<file path="src/rtl/bilinear_interpolator_if.sv">
// Sample/result bundle between the BRAM pixel reader, the bilinear interpolator and the
// undistorted-image writer.
interface bilinear_interpolator_if #(
    parameter int unsigned BITS_PER_PIXEL = 8,
    parameter int unsigned FRAC_BITS      = 4,
    parameter int unsigned IMG_WIDTH      = 320,
    parameter int unsigned IMG_HEIGHT     = 240
);
    localparam int unsigned XW = $clog2(IMG_WIDTH);
    localparam int unsigned YW = $clog2(IMG_HEIGHT);

    logic                      in_valid;
    logic [BITS_PER_PIXEL-1:0] pixel_tl;
    logic [BITS_PER_PIXEL-1:0] pixel_tr;
    logic [BITS_PER_PIXEL-1:0] pixel_bl;
    logic [BITS_PER_PIXEL-1:0] pixel_br;
    logic [FRAC_BITS-1:0]      frac_x;
    logic [FRAC_BITS-1:0]      frac_y;
    logic                      in_oob;
    logic [BITS_PER_PIXEL-1:0] pixel_out;
    logic                      out_valid;
    logic [XW-1:0]             out_x;
    logic [YW-1:0]             out_y;
    logic                      frame_done;

    modport master (
        output in_valid, pixel_tl, pixel_tr, pixel_bl, pixel_br, frac_x, frac_y, in_oob,
        input  pixel_out, out_valid, out_x, out_y, frame_done
    );

    modport slave (
        input  in_valid, pixel_tl, pixel_tr, pixel_bl, pixel_br, frac_x, frac_y, in_oob,
        output pixel_out, out_valid, out_x, out_y, frame_done
    );
endinterface

</file>
<file path="src/rtl/bilinear_interpolator.sv">
// Three-stage bilinear interpolator: horizontal blend, vertical blend, round/clamp/fill,
// with an output raster position tracker and end-of-frame pulse.
module bilinear_interpolator #(
    parameter int unsigned BITS_PER_PIXEL = 8,
    parameter int unsigned FRAC_BITS      = 4,
    parameter int unsigned IMG_WIDTH      = 320,
    parameter int unsigned IMG_HEIGHT     = 240,
    parameter int unsigned FILL_VALUE     = 0
) (
    input logic                   clk,
    input logic                   rst,
    bilinear_interpolator_if.slave bus
);
    localparam int unsigned XW = $clog2(IMG_WIDTH);
    localparam int unsigned YW = $clog2(IMG_HEIGHT);
    localparam int unsigned WT = 1 << FRAC_BITS;
    localparam int unsigned SW = BITS_PER_PIXEL + FRAC_BITS + 1;
    localparam int unsigned VW = BITS_PER_PIXEL + 2 * FRAC_BITS + 1;
    localparam int unsigned RW = VW + 1;

    localparam logic [RW-1:0]             RoundHalf = RW'(1 << (2 * FRAC_BITS - 1));
    localparam logic [RW-1:0]             PixMax    = RW'((1 << BITS_PER_PIXEL) - 1);
    localparam logic [BITS_PER_PIXEL-1:0] FillPix   = BITS_PER_PIXEL'(FILL_VALUE);
    localparam logic [XW-1:0]             LastX     = XW'(IMG_WIDTH - 1);
    localparam logic [YW-1:0]             LastY     = YW'(IMG_HEIGHT - 1);

    // Stage 1: horizontal blend
    logic [FRAC_BITS:0]   w_wx0, w_wx1;
    logic [SW-1:0]        w_top, w_bot;
    logic                 r_vld1, r_oob1;
    logic [FRAC_BITS-1:0] r_fy1;
    logic [SW-1:0]        r_top, r_bot;

    assign w_wx0 = (FRAC_BITS + 1)'(WT) - {1'b0, bus.frac_x};
    assign w_wx1 = {1'b0, bus.frac_x};
    assign w_top = SW'(bus.pixel_tl) * SW'(w_wx0) + SW'(bus.pixel_tr) * SW'(w_wx1);
    assign w_bot = SW'(bus.pixel_bl) * SW'(w_wx0) + SW'(bus.pixel_br) * SW'(w_wx1);

    // Stage 2: vertical blend
    logic [FRAC_BITS:0] w_wy0, w_wy1;
    logic [VW-1:0]      w_v;
    logic               r_vld2, r_oob2;
    logic [VW-1:0]      r_v;

    assign w_wy0 = (FRAC_BITS + 1)'(WT) - {1'b0, r_fy1};
    assign w_wy1 = {1'b0, r_fy1};
    assign w_v   = VW'(r_top) * VW'(w_wy0) + VW'(r_bot) * VW'(w_wy1);

    // Stage 3: round-half-up, clamp, fill substitution
    logic [RW-1:0]             w_round, w_shift;
    logic [BITS_PER_PIXEL-1:0] w_pix;

    assign w_round = {1'b0, r_v} + RoundHalf;
    assign w_shift = w_round >> (2 * FRAC_BITS);

    always_comb begin
        w_pix = w_shift[BITS_PER_PIXEL-1:0];
        if (w_shift > PixMax) begin
            w_pix = PixMax[BITS_PER_PIXEL-1:0];
        end
        if (r_oob2) begin
            w_pix = FillPix;
        end
    end

    logic                      r_out_valid, r_frame_done;
    logic [BITS_PER_PIXEL-1:0] r_pixel;
    logic [XW-1:0]             r_out_x, r_next_x;
    logic [YW-1:0]             r_out_y, r_next_y;
    logic                      w_last_x, w_last_y;

    assign w_last_x = (r_next_x == LastX);
    assign w_last_y = (r_next_y == LastY);

    always_ff @(posedge clk) begin
        if (!rst) begin
            r_vld1       <= 1'b0;
            r_oob1       <= 1'b0;
            r_fy1        <= '0;
            r_top        <= '0;
            r_bot        <= '0;
            r_vld2       <= 1'b0;
            r_oob2       <= 1'b0;
            r_v          <= '0;
            r_out_valid  <= 1'b0;
            r_frame_done <= 1'b0;
            r_pixel      <= '0;
            r_out_x      <= '0;
            r_out_y      <= '0;
            r_next_x     <= '0;
            r_next_y     <= '0;
        end else begin
            r_vld1       <= bus.in_valid;
            r_vld2       <= r_vld1;
            r_out_valid  <= r_vld2;
            r_frame_done <= r_vld2 && w_last_x && w_last_y;
            if (bus.in_valid) begin
                r_oob1 <= bus.in_oob;
                r_fy1  <= bus.frac_y;
                r_top  <= w_top;
                r_bot  <= w_bot;
            end
            if (r_vld1) begin
                r_oob2 <= r_oob1;
                r_v    <= w_v;
            end
            // Position is presented from the pre-computed next slot so it is stable all cycle.
            if (r_vld2) begin
                r_pixel  <= w_pix;
                r_out_x  <= r_next_x;
                r_out_y  <= r_next_y;
                r_next_x <= w_last_x ? '0 : r_next_x + XW'(1);
                if (w_last_x) begin
                    r_next_y <= w_last_y ? '0 : r_next_y + YW'(1);
                end
            end
        end
    end

    assign bus.pixel_out  = r_pixel;
    assign bus.out_valid  = r_out_valid;
    assign bus.out_x      = r_out_x;
    assign bus.out_y      = r_out_y;
    assign bus.frame_done = r_frame_done;
endmodule

</file>
<file path="src/flat_wrapper.sv">
// flat-port wrapper written by rule: the top's interface ports become plain ports
module bilinear_interpolator_flat 
#(
    parameter int unsigned BITS_PER_PIXEL = 8,
    parameter int unsigned FRAC_BITS      = 4,
    parameter int unsigned IMG_WIDTH      = 320,
    parameter int unsigned IMG_HEIGHT     = 240,
    parameter int unsigned FILL_VALUE     = 0
)
  (clk, rst, bus_in_valid, bus_pixel_tl, bus_pixel_tr, bus_pixel_bl, bus_pixel_br, bus_frac_x, bus_frac_y, bus_in_oob, bus_pixel_out, bus_out_valid, bus_out_x, bus_out_y, bus_frame_done);
  bilinear_interpolator_if #(.BITS_PER_PIXEL(BITS_PER_PIXEL), .FRAC_BITS(FRAC_BITS), .IMG_WIDTH(IMG_WIDTH), .IMG_HEIGHT(IMG_HEIGHT)) bus_i ();
  input logic clk;
  input logic rst;
  input wire logic [$bits(bus_i.in_valid)-1:0] bus_in_valid;
  input wire logic [$bits(bus_i.pixel_tl)-1:0] bus_pixel_tl;
  input wire logic [$bits(bus_i.pixel_tr)-1:0] bus_pixel_tr;
  input wire logic [$bits(bus_i.pixel_bl)-1:0] bus_pixel_bl;
  input wire logic [$bits(bus_i.pixel_br)-1:0] bus_pixel_br;
  input wire logic [$bits(bus_i.frac_x)-1:0] bus_frac_x;
  input wire logic [$bits(bus_i.frac_y)-1:0] bus_frac_y;
  input wire logic [$bits(bus_i.in_oob)-1:0] bus_in_oob;
  output wire logic [$bits(bus_i.pixel_out)-1:0] bus_pixel_out;
  output wire logic [$bits(bus_i.out_valid)-1:0] bus_out_valid;
  output wire logic [$bits(bus_i.out_x)-1:0] bus_out_x;
  output wire logic [$bits(bus_i.out_y)-1:0] bus_out_y;
  output wire logic [$bits(bus_i.frame_done)-1:0] bus_frame_done;
  assign bus_i.in_valid = bus_in_valid;
  assign bus_i.pixel_tl = bus_pixel_tl;
  assign bus_i.pixel_tr = bus_pixel_tr;
  assign bus_i.pixel_bl = bus_pixel_bl;
  assign bus_i.pixel_br = bus_pixel_br;
  assign bus_i.frac_x = bus_frac_x;
  assign bus_i.frac_y = bus_frac_y;
  assign bus_i.in_oob = bus_in_oob;
  assign bus_pixel_out = bus_i.pixel_out;
  assign bus_out_valid = bus_i.out_valid;
  assign bus_out_x = bus_i.out_x;
  assign bus_out_y = bus_i.out_y;
  assign bus_frame_done = bus_i.frame_done;
  bilinear_interpolator #(.BITS_PER_PIXEL(BITS_PER_PIXEL), .FRAC_BITS(FRAC_BITS), .IMG_WIDTH(IMG_WIDTH), .IMG_HEIGHT(IMG_HEIGHT), .FILL_VALUE(FILL_VALUE)) u_core (.clk(clk), .rst(rst), .bus(bus_i));
endmodule
</file>
<file path="config.mk">
export PLATFORM = sky130hd
export DESIGN_NAME = bilinear_interpolator_flat
export DESIGN_NICKNAME = d
export VERILOG_FILES = /design/src/rtl/bilinear_interpolator_if.sv /design/src/rtl/bilinear_interpolator.sv /design/src/flat_wrapper.sv
export SDC_FILE = /design/constraint.sdc
export NUM_CORES = 1
export LEC_CHECK = 0
export ABC_AREA = 1
export CAP_MARGIN = 20
export CORE_ASPECT_RATIO = 2
export CORE_MARGIN = 8
export CORE_UTILIZATION = 50
export CTS_BUF_LIST = sky130_fd_sc_hd__clkbuf_8 sky130_fd_sc_hd__clkbuf_16
export CTS_CLUSTER_DIAMETER = 50
export DETAILED_ROUTE_END_ITERATION = 8
export HOLD_SLACK_MARGIN = 0.02
export PLACE_DENSITY_LB_ADDON = 0.1
export SETUP_SLACK_MARGIN = 0.4
export SLEW_MARGIN = 25
export SYNTH_ARGS = -nofsm -noshare
export SYNTH_HDL_FRONTEND = slang
export SYNTH_SLANG_ARGS = --single-unit
</file>
<file path="constraint.sdc">
create_clock -name clk -period 9.9 [get_ports clk]
set_input_delay 1.98 -clock clk [delete_from_list [all_inputs] [get_ports clk]]
set_output_delay 1.98 -clock clk [all_outputs]
set_load 0.03 [all_outputs]
</file>
==> results of run 1 <==
-- layout make-up --
| class | count | area, um2 |
|---|---|---|
| Clock buffer | 9 | 225 |
| Multi-Input combinational cell | 1157 | 8660 |
| Sequential cell | 88 | 1760 |
| Inverter | 407 | 1530 |
| Fill cell | 2348 | 10400 |
| Tap cell | 287 | 359 |
| Antenna cell | 1 | 2.50 |
| Clock inverter | 7 | 76.3 |
| Timing Repair Buffer | 79 | 768 |
-- how the worst min path moves through the flow --
stage | startpoint | to | slack [ns] | depth (start not counted)
after detailed placement | u_core.bus.pixel_out[3] | u_core.bus.pixel_out[3] | 0.46 | 2
final | u_core.bus.pixel_out[2] | u_core.bus.pixel_out[2] | 0.47 | 2
after global routing | u_core.bus.pixel_out[7] | u_core.bus.pixel_out[7] | 0.49 | 2
after floorplan | u_core.r_oob1 | u_core.r_oob2 | 0.45 | 2
after CTS | u_core.bus.pixel_out[1] | u_core.bus.pixel_out[1] | 0.47 | 2
after global placement | u_core.bus.pixel_out[3] | u_core.bus.pixel_out[3] | 0.45 | 2
-- stage by stage --
stage | util | std cells | hold WS, ns
6_report | 0.562 | 2035 | 0.466
5_1_grt | 0.562 | 2035 | 0.487
4_1_cts | 0.562 | 2034 | 0.469
3_5_place_dp | 0.549 | 2018 | 0.457
3_3_place_gp | 0.549 | 2018 | 0.452
2_1_floorplan | - | 1699 | 0.450
-- kinds of logic after synthesis --
group / count (synthesis) / share of synthesized area
AO/OA/AOI/OAI: 180 / 0.0781
XOR/XNOR: 42 / 0.0303
adder cells (fa/ha/maj): 268 / 0.377
buffers and inverters: 454 / 0.142
flip-flops: 88 / 0.145
AND/OR/NAND/NOR: 667 / 0.227
-- registers in the layout, summed over array words and instances (netlist names) --
name / flops
u_core.r_v: 10
u_core.r_vld2: 1
u_core.bus.out_x: 9
u_core.bus.out_y: 8
u_core.bus.out_valid: 1
u_core.r_top: 13
u_core.r_vld1: 1
u_core.r_oob2: 1
u_core.r_oob1: 1
u_core.r_next_y: 8
u_core.r_bot: 13
u_core.r_next_x: 9
u_core.bus.pixel_out: 8
u_core.bus.frame_done: 1
u_core.r_fy1: 4
-- power groups by stage --
stage / clock (uW) / combinational (uW) / sequential, uW
floorplan: 0 / 1650 / 456
global placement: 0 / 2090 / 488
detailed placement: 0 / 2140 / 488
CTS: 361 / 2150 / 480
global route: 372 / 2480 / 486
finish: 352 / 2150 / 481
-- routing by layer --
metal  wire [um]  share of wire
met1       10100           0.32
met4        2010          0.064
met2       18300           0.59
met3         780          0.025
met5           0              0
-- placed cells by master, fill, tap and decap left out, drive strengths merged, types with 2 or more instances in the layout --
cell           instances
xor2                  27
nor2                 135
nand3                 76
a21oi                 95
o21ai                 67
o211ai                 6
or2                    2
nand4                 14
nand2                421
a21o                   2
nor3                  12
and2                   3
inv                  412
fa                   164
ha                   104
clkdlybuf4s50         70
dfxtp                 88
xnor2                 15
buf                    9
clkinv                 2
clkbuf                 9
a211oi                 3
o21bai                 4
-- critical path, delay by kind of cell --
family                   cells  cell delay, ns
adder cells (fa/ha/maj)      7            3.26
AND/OR/NAND/NOR              5            0.50
AO/OA/AOI/OAI                5            1.02
buffers and inverters        6            1.01
XOR/XNOR                     1            0.21
==> run summary, run 1 <==
The flow ran to the end, and the final reports show no timing, DRC or antenna violations. The post-route cell area was 13400 um2. The detailed placement HPWL came out at 26800 um. Endpoint of the lowest-slack register-to-register path: u_core.r_v[14]. On the critical path, the stage with the largest delay is an instance of sky130_fd_sc_hd__clkdlybuf4s50_1.

The proportion of netlist area held by the largest area contributor was 0.270; the count of distinct cell types in the synthesized netlist was 40. The analysis attributes to net switching a power of 1580 uW. The transition time at the pin with the least slew margin is 1.07 ns.

The signal on the critical path passes through clkdlybuf4s50_1 -> nand2_1 -> inv_1 -> fa_1 -> inv_1 -> fa_1 -> inv_1 -> ha_1 -> a21oi_1 -> o21ai_0 -> a21oi_1 -> xor2_1 -> fa_1 -> fa_1 -> fa_1 -> inv_1 -> ha_1 -> a21o_1 -> o21ai_0 -> nand3_1 -> nand2_1 -> nand3_1 -> nand2_1 -> inv_1. Row generation in the floorplan step produced 80 rows. Input and output buffers added on the ports amount to 70.

In the routed design, unresolved DRC markers number 0. Synthesized area per cell: 7.15 um2. The run gives 2980 uW as the overall power consumption. Dividing the detail-routed via count by the number of cells gives 5.20. The commonest cells after synthesis are 415 x sky130_fd_sc_hd__nand2_1, 402 x sky130_fd_sc_hd__inv_1, 164 x sky130_fd_sc_hd__fa_1, 132 x sky130_fd_sc_hd__nor2_1, 104 x sky130_fd_sc_hd__ha_1. The launch point of the worst reg-to-reg path was u_core.r_fy1[1]. The run gives 0 as the final-report hold violation count.

Pin count of the biggest net entering global routing: 44. After clock tree synthesis, the clock-pin slew on the worst setup and hold paths is 0.08 ns. The run gives 0 as the post-route antenna net violation count.

Post-synthesis cell count: 1699. For this run, the post-layout net count is 2054. Buffers inserted during clock tree synthesis total 9. VDD sags by at most 0.000110 V.

The first TritonRoute pass finished after 5 iterations. After synthesis, the cell types taking the most area are sky130_fd_sc_hd__fa_1 27%, sky130_fd_sc_hd__dfxtp_1 15%, sky130_fd_sc_hd__nand2_1 13%. Along the worst path, the maximum fanout reaches 19. Derived from the worst setup path, the maximum achievable clock frequency is 129 MHz.

The synthesized design contains 0 enable-type register cells. The synthesized netlist occupies a cell area of 12100 um2. Measured along the y axis, the die boundary spans 236 um. The initial antenna violation count was 1; the max-capacitance violation count was 0. The detailed router finished its first iteration with 468 violations. The tools report the internal power of the cells as 1400 uW. The per-cell routed wire length came out at 15.3 um. The tools report the startpoint type of the worst setup path as an input pin.

The fraction of the cycle the final worst path needs is 0.781. The logs give 0 for the number of buffers inserted to repair setup after CTS and 0.00721 uW for the leakage component of the power. The clock period could shrink to 7.73 ns. CTS built an H-tree with a depth of 3.

The fraction of power spent switching nets came out at 0.530. The data arrival time of the critical path was 7.99 ns. The worst register-to-register path has a depth of 21.

The critical path starts at bus_frac_x[3]. The clock reaches the later pin of the worst-skew pair after 0.37 ns. Summed over all failing endpoints, the final setup total negative slack is 0 ns. After global routing the overflow that remains totals 0. By instance count, the leading cell after synthesis is sky130_fd_sc_hd__nand2_1. Highest-utilization routing layer at the global route stage: met2. The wire length reported by the detailed router is 31200 um. Type of destination of the critical path: a register.

For the final database, setup skew stands at 0.0135 ns. The run gives 71 as the boundary pin count. Timing analysis after detailed placement gives a worst setup slack of 1.80 ns.

The final estimated routing congestion in global placement was 0.919; the net count after synthesis was 2011. The met2 usage was 0.451. The min-delay analysis places its worst path in the category register to register. The synthesized design spends more area on one cell type than any other, namely sky130_fd_sc_hd__fa_1. During synthesis, Yosys emitted a total of 0 warnings.

For the combinational share of power, the log shows 0.720. The required time at the endpoint of the critical path was 10.16 ns. Once routing completed, OpenROAD measured the worst setup slack at 2.17 ns. The placed instances occupy a cell area of 13100 um2. The run gives 0.118 as the portion of total power attributed to the clock network.

For the share of the yosys chip area belonging to registers, the log shows 0.145. Clock tree synthesis found a total of 88 sinks. The tools report the register share of total power as 0.162.

TritonCTS built the clock tree. For the global-route wire length before repair, the log shows 51600 um. The logs give 0.217 for the overall routing resource usage and 0 for the number of hold buffers added after cts.

The layout overhead on the synthesized area works out to 10.2%. The critical path's largest stage delay was 0.76 ns. The ratio of cells with drive above 1 in the final layout came out at 0.0269.

The maximum buffer depth of the clock tree is 2, and the standard cell core area is 23800 um2. The tools report the setup slack on the worst flop-to-flop path as 4.60 ns. The number of global-route vias before repair came out at 11161. For the global-route met1 utilization, the log shows 0.183.

Count of final max-slew check failures: 0. The tree is rooted in a sky130_fd_sc_hd__clkbuf_16. Fraction of registers with async set/reset: 0. The type of the setup path with the least slack is input pin to register.

Setup violations remaining at the end of the flow were counted as 0. The met3 global-route usage was 0.0231; the effective utilization at floorplan was 0.510. The synthesized design contains 88 register bits.

Across all layers, the routed design uses 10580 vias. Normalized max-slew margin: 0.286. The overall die area is 29800 um2, and the x dimension of the die is 126 um.

Gates resized during post-CTS repair numbered 0. Dividing total power by cell area gives a power density of 223 nW/um2. Setup repair after global routing left no endpoint under its margin.

Commonest register cell after synthesis: sky130_fd_sc_hd__dfxtp_1. Following the worst setup path forward leads to its endpoint at u_core.r_top[12].
(Power assumes the default switching activity.)
==> inputs of run 2 (changes only) <==
==> constraint.sdc (replaced) <==
create_clock -name clk -period 6.63 [get_ports clk]
set_input_delay 1.326 -clock clk [delete_from_list [all_inputs] [get_ports clk]]
set_output_delay 1.326 -clock clk [all_outputs]
set_load 0.03 [all_outputs]
==> run 2 against run 1 <==
Net effect:
- worst hold slack is essentially flat
- sequential cell count is the same
- global-route usage grew 0.092 points
- final cell count rose by 3.4%
- clock skew about the same
- sequential share of layout area shrank 0.83 points
- first-iteration DRC count fell by 19%
- non-clock buffer count up 71
- critical path type unchanged
- largest cell class unchanged
==> run summary, run 2 (synthesized netlist as in run 1, its figures left out) <==
The run finished with clean final reports. Highest-count cells in the layout ignoring fill and taps: 405 x sky130_fd_sc_hd__nand2_1, 401 x sky130_fd_sc_hd__inv_1, 160 x sky130_fd_sc_hd__fa_1, 128 x sky130_fd_sc_hd__nor2_1, 91 x sky130_fd_sc_hd__ha_1 (was 415 x sky130_fd_sc_hd__nand2_1, 402 x sky130_fd_sc_hd__inv_1, 164 x sky130_fd_sc_hd__fa_1, 132 x sky130_fd_sc_hd__nor2_1, 104 x sky130_fd_sc_hd__ha_1). The max-capacitance violation count is 0 (unchanged), and the effective utilization at floorplan is 0.510 (unchanged). The logs give 5040 uW (was 2980 uW) for the overall power consumption and 23800 um2 (unchanged) for the standard cell core area.

Startpoint type of the worst setup path: an input pin (unchanged). The largest fanout on the critical path is 6 (was 19), and the initial antenna violation count is 0 (was 1). The count of buffers from port buffering works out to 70 (unchanged). The wire length reported by the detailed router was 31700 um (was 31200 um).

The time the final worst path needs with I/O delays and setup works out to 6.00 ns. The number of cell rows came out at 80 (unchanged). The number of detailed-routing iterations run before antenna repair came out at 4 (was 5). The x dimension of the die is 126 um (unchanged), and the data arrival time of the critical path is 6.25 ns (was 7.99 ns). For the maximum buffer depth of the clock tree, the log shows 2 (unchanged). The tools report the number of instances in the placed design as 2084 (was 2018). The antenna diode count came out at 0 (was 1). Worst min-delay path category: register to register (unchanged). The detailed placement HPWL was 27200 um (was 26800 um). The clock root buffer was sky130_fd_sc_hd__clkbuf_16 (unchanged).

The run gives 6.88 ns (was 10.16 ns) as the required time at the endpoint of the critical path. The final count of negative-setup-slack endpoints was 0 (unchanged). The number of sinks on the clock net is 88 (unchanged), and the normalized max-slew margin is 0.520 (was 0.286). Ratio of cells with drive above 1 in the final layout: 0.0963 (was 0.0269).

Remaining routing DRC violations: 0 (unchanged). Type of the setup path with the least slack: input pin to register (unchanged). The layout overhead on the synthesized area was 17.5% (was 10.2%); the number of global-route vias before repair was 11513 (was 11161).

The sum of negative setup slack was 0 ns (unchanged); the total power divided by cell area was 353 nW/um2 (was 223 nW/um2). The post-route antenna net violation count is 0 (unchanged), and the pin count of the biggest net entering global routing is 44 (unchanged). The final-report hold violation count is 0 (unchanged), and the number of vias in the routed layout is 10796 (was 10580).

The tools report the depth of the CTS H-tree as 3 (unchanged). Family of cells with the greatest summed delay on the critical path: adder cells (unchanged). The logs give 0.36 ns (was 0.37 ns) for the clock insertion delay at the later pin of the skew report and 0.465 ns (was 0.466 ns) for the smallest hold slack. Critical path's largest stage delay: 0.54 ns (was 0.76 ns).

TritonCTS built the clock tree. The fraction of the cycle the final worst path needs was 0.905. The run gives 2125 (was 2054) as the number of nets in the layout. Registers with the most flip-flops: u_core.r_bot: 13 flops, u_core.r_top: 13 flops, u_core.r_v: 10 flops (unchanged). The run gives 0.00770 uW (was 0.00721 uW) as the leakage component of the power.

The run gives 52000 um (was 51600 um) as the global-route wire length before repair. The fill cell instance count of the final layout is 2284 (was 2348), and the transition time at the pin with the least slew margin is 0.718 ns (was 1.07 ns). The cell type of the slowest stage on the worst timing path is sky130_fd_sc_hd__fa_1 (was sky130_fd_sc_hd__clkdlybuf4s50_1).

The type of destination of the critical path is a register (unchanged). The violation count after the first detailed-routing iteration was 378 (was 468); the final estimated routing congestion in global placement was 0.895 (was 0.919). The logs give 0.000219 V (was 0.000110 V) for the worst vdd rail ir drop and 0.217 (about the same) for the overall routing resource usage. For the number of buffers inserted during clock tree synthesis, the log shows 9 (unchanged).

The number of buffer and inverter stages on the critical path came out at 7 (was 6). The CTS clock-pin slew for the worst setup and hold paths was 0.07 ns (was 0.08 ns); the vias per cell was 5.13 (was 5.20). The logs give 71 (unchanged) for the boundary pin count and 0.0131 ns (was 0.0135 ns) for the setup skew after layout. The per-cell routed wire length is 15.0 um (was 15.3 um). For the total grt overflow, the log shows 0 (unchanged). The overall die area was 29800 um2 (unchanged). Setup repair after global routing could not meet its margin everywhere. The count of final max-slew check failures came out at 0 (unchanged). The final cell count without fillers is 2105 (was 2035). The floorplan die height came out at 236 um (unchanged).

The most frequent standard cell in the layout excluding fill and tap cells was sky130_fd_sc_hd__nand2_1 (unchanged). The achievable clock frequency came out at 167 MHz.
==> run 2: cell count changes in the layout (fill, tap and decap cells not counted), sizes merged <==
cell / delta
clkdlybuf4s50: -15
diode: -1
dlymetal6s2s: +12
clkbuf: +3
buf: +71
inv: -3
clkinv: +3
==> run 2: worst register-to-register path: cells and delay by family (launching register included) <==
| kind | cells | cell delay, ns |
|---|---|---|
| compound gates | 1 | 0.21 |
| buf+inv | 6 | 0.66 |
| fa+ha+maj | 5 | 2.30 |
| simple gates | 9 | 0.90 |
| flops | 1 | 0.79 |
| xor+xnor | 1 | 0.41 |
==> run 2: path summary, 6_finish.rpt <==
path | depth (start not counted) | start | to | slack, ns
max reg2reg | 22 | u_core.r_fy1[2] | u_core.r_v[15] | 1.28
max | 25 | bus_frac_x[3] | u_core.r_top[10] | 0.63
min | 2 | u_core.bus.pixel_out[3] | u_core.bus.pixel_out[3] | 0.47
min reg2reg | 2 | u_core.bus.pixel_out[3] | u_core.bus.pixel_out[3] | 0.47
==> run 2: timing repair <==
item / 4_1_cts / 5_1_grt
resized for setup: 36 / 47
endpoints found under the setup margin: 15 / 15
pin swaps: 8 / 42
setup buffers: 3 / 2
hold buffers: 0 / 0
==> run 2: through the flow <==
step	setup WS (ns)	cell area, um2	util
CTS	0.400	14100	0.593
detailed placement	-0.278	13700	0.573
floorplan	0.404	12200	-
global placement	-0.213	13700	0.573
global route	0.355	14300	0.599
finish	0.629	14300	0.599
==> run 2: where the power goes <==
group / leakage [uW] / switching, uW / total, uW / internal, uW
logic: 0.00683 / 2160 / 3840 / 1670
clock network: 0.000144 / 228 / 483 / 255
registers: 0.000721 / 112 / 714 / 602
==> run 2: per-layer routing <==
| metal | track usage | up-vias | share of wire |
|---|---|---|---|
| li1 | - | 5322 | - |
| met1 | 0.170 | 5208 | 0.32 |
| met2 | 0.469 | 175 | 0.60 |
| met3 | 0.0269 | 91 | 0.022 |
| met4 | 0.134 | 0 | 0.059 |
| met5 | 0 | - | 0 |
==> run 2: cell type report <==
| cell class | instances | area (um2) | area share |
|---|---|---|---|
| clock buffers | 9 | 225 | 0.0158 |
| clock inverters | 7 | 50.0 | 0.00351 |
| multi-input cells | 1157 | 9000 | 0.630 |
| well taps | 287 | 359 | 0.0252 |
| inverters | 407 | 1530 | 0.107 |
| repair buffers | 150 | 1350 | 0.0947 |
| flip-flops and latches | 88 | 1760 | 0.123 |
==> inputs of run 3 (changes only) <==
--- a/config.mk
+++ b/config.mk
@@ -14,6 +14,7 @@
 export CTS_CLUSTER_DIAMETER = 50
 export DETAILED_ROUTE_END_ITERATION = 8
 export HOLD_SLACK_MARGIN = 0.02
+export MAX_ROUTING_LAYER = met4
 export PLACE_DENSITY_LB_ADDON = 0.1
 export SETUP_SLACK_MARGIN = 0.4
 export SLEW_MARGIN = 25
==> run 3 against run 2 <==
Net effect:
- combinational power is 4% higher
- largest power group unchanged
- global-route usage increased by 0.59 points
- critical path type unchanged
- highest routed layer unchanged
- worst setup slack worse by 0.0056 ns
- sequential power rose by 0.7%
- core utilization grew 0.59 points
==> run summary, run 3 (synthesized netlist as in run 1, its figures left out) <==
The run finished with clean final reports. The run gives 0.223 (was 0.217) as the overall routing resource usage. Setup repair after global routing left no endpoint under its margin. The logs give 0 (unchanged) for the final count of negative-setup-slack endpoints and 0 (unchanged) for the initial antenna violation count.

The depth of the CTS H-tree was 3 (unchanged). The vias per cell came out at 5.12 (was 5.13). The tools report the maximum buffer depth of the clock tree as 2 (unchanged).

Highest-count cells in the layout ignoring fill and taps: 405 x sky130_fd_sc_hd__nand2_1, 398 x sky130_fd_sc_hd__inv_1, 160 x sky130_fd_sc_hd__fa_1, 128 x sky130_fd_sc_hd__nor2_1, 88 x sky130_fd_sc_hd__dfxtp_1 (was 405 x sky130_fd_sc_hd__nand2_1, 401 x sky130_fd_sc_hd__inv_1, 160 x sky130_fd_sc_hd__fa_1, 128 x sky130_fd_sc_hd__nor2_1, 91 x sky130_fd_sc_hd__ha_1). The max-capacitance violation count was 0 (unchanged). The startpoint type of the worst setup path is an input pin (unchanged). The number of detailed-routing iterations run before antenna repair was 6 (was 4). Number of buffers inserted during clock tree synthesis: 9 (unchanged). Data arrival time of the critical path: 6.26 ns (was 6.25 ns). The required time at the endpoint of the critical path is 6.89 ns (was 6.88 ns). The worst setup margin is 0.624 ns (was 0.629 ns), and the smallest hold slack is 0.464 ns (was 0.465 ns). The run gives 2270 (was 2284) as the fill cell instance count of the final layout. TritonCTS built the clock tree. The number of sinks on the clock net was 88 (unchanged); the count of buffers from port buffering was 70 (unchanged). Type of destination of the critical path: a register (unchanged).

The per-cell routed wire length is 15.0 um (about the same), and the ratio of cells with drive above 1 in the final layout is 0.104 (was 0.0963). Among the stages of the critical path, the cell type that occurs most often is sky130_fd_sc_hd__inv_1. Clock root buffer: sky130_fd_sc_hd__clkbuf_16 (unchanged). The logs give 80 (unchanged) for the number of cell rows and 0 (unchanged) for the total grt overflow. The tools report the boundary pin count as 71 (unchanged).

The time the final worst path needs with I/O delays and setup works out to 6.01 ns (was 6.00 ns). The largest fanout on the critical path is 6 (unchanged), and the post-route antenna net violation count is 0 (unchanged). The fraction of the cycle the final worst path needs is 0.906 (was 0.905), and the floorplan die height is 236 um (unchanged). The count of final max-slew check failures is 0 (unchanged). The run gives 10774 (was 10796) as the number of vias in the routed layout. The tools report the standard cell core area as 23800 um2 (unchanged). The run gives 0.00769 uW (was 0.00770 uW) as the leakage component of the power. The cell type of the slowest stage on the worst timing path was sky130_fd_sc_hd__fa_1 (unchanged). Internal power of the cells: 2610 uW (was 2530 uW). The logs give 27000 um (was 27200 um) for the detailed placement HPWL and 0.605 (was 0.599) for the final core utilization.

The most frequent standard cell in the layout excluding fill and tap cells was sky130_fd_sc_hd__nand2_1 (unchanged). The violation count after the first detailed-routing iteration was 405 (was 378). The critical path's largest stage delay is 0.53 ns (was 0.54 ns), and the fraction of power spent switching nets is 0.499 (was 0.497). Family of cells with the greatest summed delay on the critical path: adder cells (unchanged).

The overall die area is 29800 um2 (unchanged), and the clock insertion delay at the later pin of the skew report is 0.36 ns (about the same). The achievable clock frequency is 166 MHz (was 167 MHz), and the final estimated routing congestion in global placement is 0.900 (was 0.895). For the register share of total power, the log shows 0.138 (was 0.142). The total area of sequential cells is 1760 um2 (unchanged). Registers with the most flip-flops: u_core.r_bot: 13 flops, u_core.r_top: 13 flops, u_core.r_v: 10 flops (unchanged).

Number of nets in the layout: 2126 (was 2125). The tools report the net switching power as 2600 uW (was 2500 uW). The run gives 44 (unchanged) as the pin count of the biggest net entering global routing. The portion of total power attributed to the clock network was 0.098 (was 0.096); the global-route wire length before repair was 51900 um (was 52000 um).

The antenna diode count is 0 (unchanged). Global-route met1 utilization: 0.175 (was 0.170). The layout overhead on the synthesized area came out at 18.7% (was 17.5%). The met3 global-route usage is 0.0212 (was 0.0269), and the number of buffer and inverter stages on the critical path is 10 (was 7). The logs give 31600 um (was 31700 um) for the wire length reported by the detailed router and -0.300 ns (was -0.278 ns) for the worst setup slack after placement. The worst min-delay path category is register to register (unchanged). The type of the setup path with the least slack was input pin to register (unchanged). The area taken by multi-input logic gates is 9110 um2 (was 9000 um2), and the CTS clock-pin slew for the worst setup and hold paths is 0.07 ns (about the same). Number of hold buffers added after cts: 0 (unchanged). The tools report the met2 usage as 0.465 (was 0.469).

The tools report the normalized max-slew margin as 0.326 (was 0.520). Worst vdd rail ir drop: 0.000202 V (was 0.000219 V). The setup skew after layout was 0.0105 ns (was 0.0131 ns); the x dimension of the die was 126 um (unchanged). Combinational share of power: 0.764 (was 0.762). The final-report hold violation count was 0 (unchanged); the effective utilization at floorplan was 0.510 (unchanged). The transition time at the pin with the least slew margin works out to 1.01 ns (was 0.718 ns).

The highest-utilization routing layer at the global route stage was met2 (unchanged). The run gives 0 (unchanged) as the remaining routing DRC violations. The total power divided by cell area was 362 nW/um2 (was 353 nW/um2); the number of global-route vias before repair was 11489 (was 11513). The overall power consumption is 5210 uW (was 5040 uW).
run 3: layer usage:
| layer | wire length [um] | vias up |
|---|---|---|
| met5 | 0 | - |
| met4 | 1830 | 0 |
| met3 | 662 | 98 |
| met2 | 19000 | 208 |
| met1 | 10100 | 5130 |
| li1 | - | 5338 |
run 3: per-stage QoR:
stage               cell area [um2]  instances  TNS, ns
finish                        14400       2106        0
global route                  14400       2106        0
CTS                           14100       2101        0
detailed placement            13700       2084    -2.60
global placement              13700       2084    -1.28
floorplan                     12200       1699        0
run 3: power groups by stage:
stage / Sequential, uW / Combinational, uW / Clock [uW]
floorplan: 680 / 2500 / 0
finish: 719 / 3980 / 511
detailed placement: 729 / 3600 / 0
CTS: 718 / 3800 / 526
global route: 727 / 4530 / 542
global placement: 728 / 3530 / 0
run 3: cell type report:
| class | count | share of cell area |
|---|---|---|
| inverters | 407 | 0.106 |
| well taps | 287 | 0.0249 |
| repair buffers | 151 | 0.0943 |
| clock inverters | 7 | 0.00503 |
| multi-input cells | 1157 | 0.632 |
| flip-flops and latches | 88 | 0.122 |
| clock buffers | 9 | 0.0156 |
run 3: what timing repair did:
action                     4_1_cts  5_1_grt
setup buffers                    1        5
pin swaps                       15       42
gates resized for setup         37       64
setup endpoints to repair       15       17
run 3: final timing paths:
check | startpoint | end | slack [ns] | depth (start not counted)
setup reg to reg | u_core.r_fy1[0] | u_core.r_v[15] | 1.10 | 19
hold reg to reg | u_core.bus.pixel_out[7] | u_core.bus.pixel_out[7] | 0.46 | 2
setup / recovery | bus_frac_x[1] | u_core.r_bot[9] | 0.62 | 27
hold / removal | u_core.bus.pixel_out[7] | u_core.bus.pixel_out[7] | 0.46 | 2
run 3: tightest hold or removal path, stage by stage (launching register included):
cell,delay (ns)
sky130_fd_sc_hd__dfxtp_1,0.31
sky130_fd_sc_hd__nand2_1,0.06
sky130_fd_sc_hd__a21oi_1,0.05
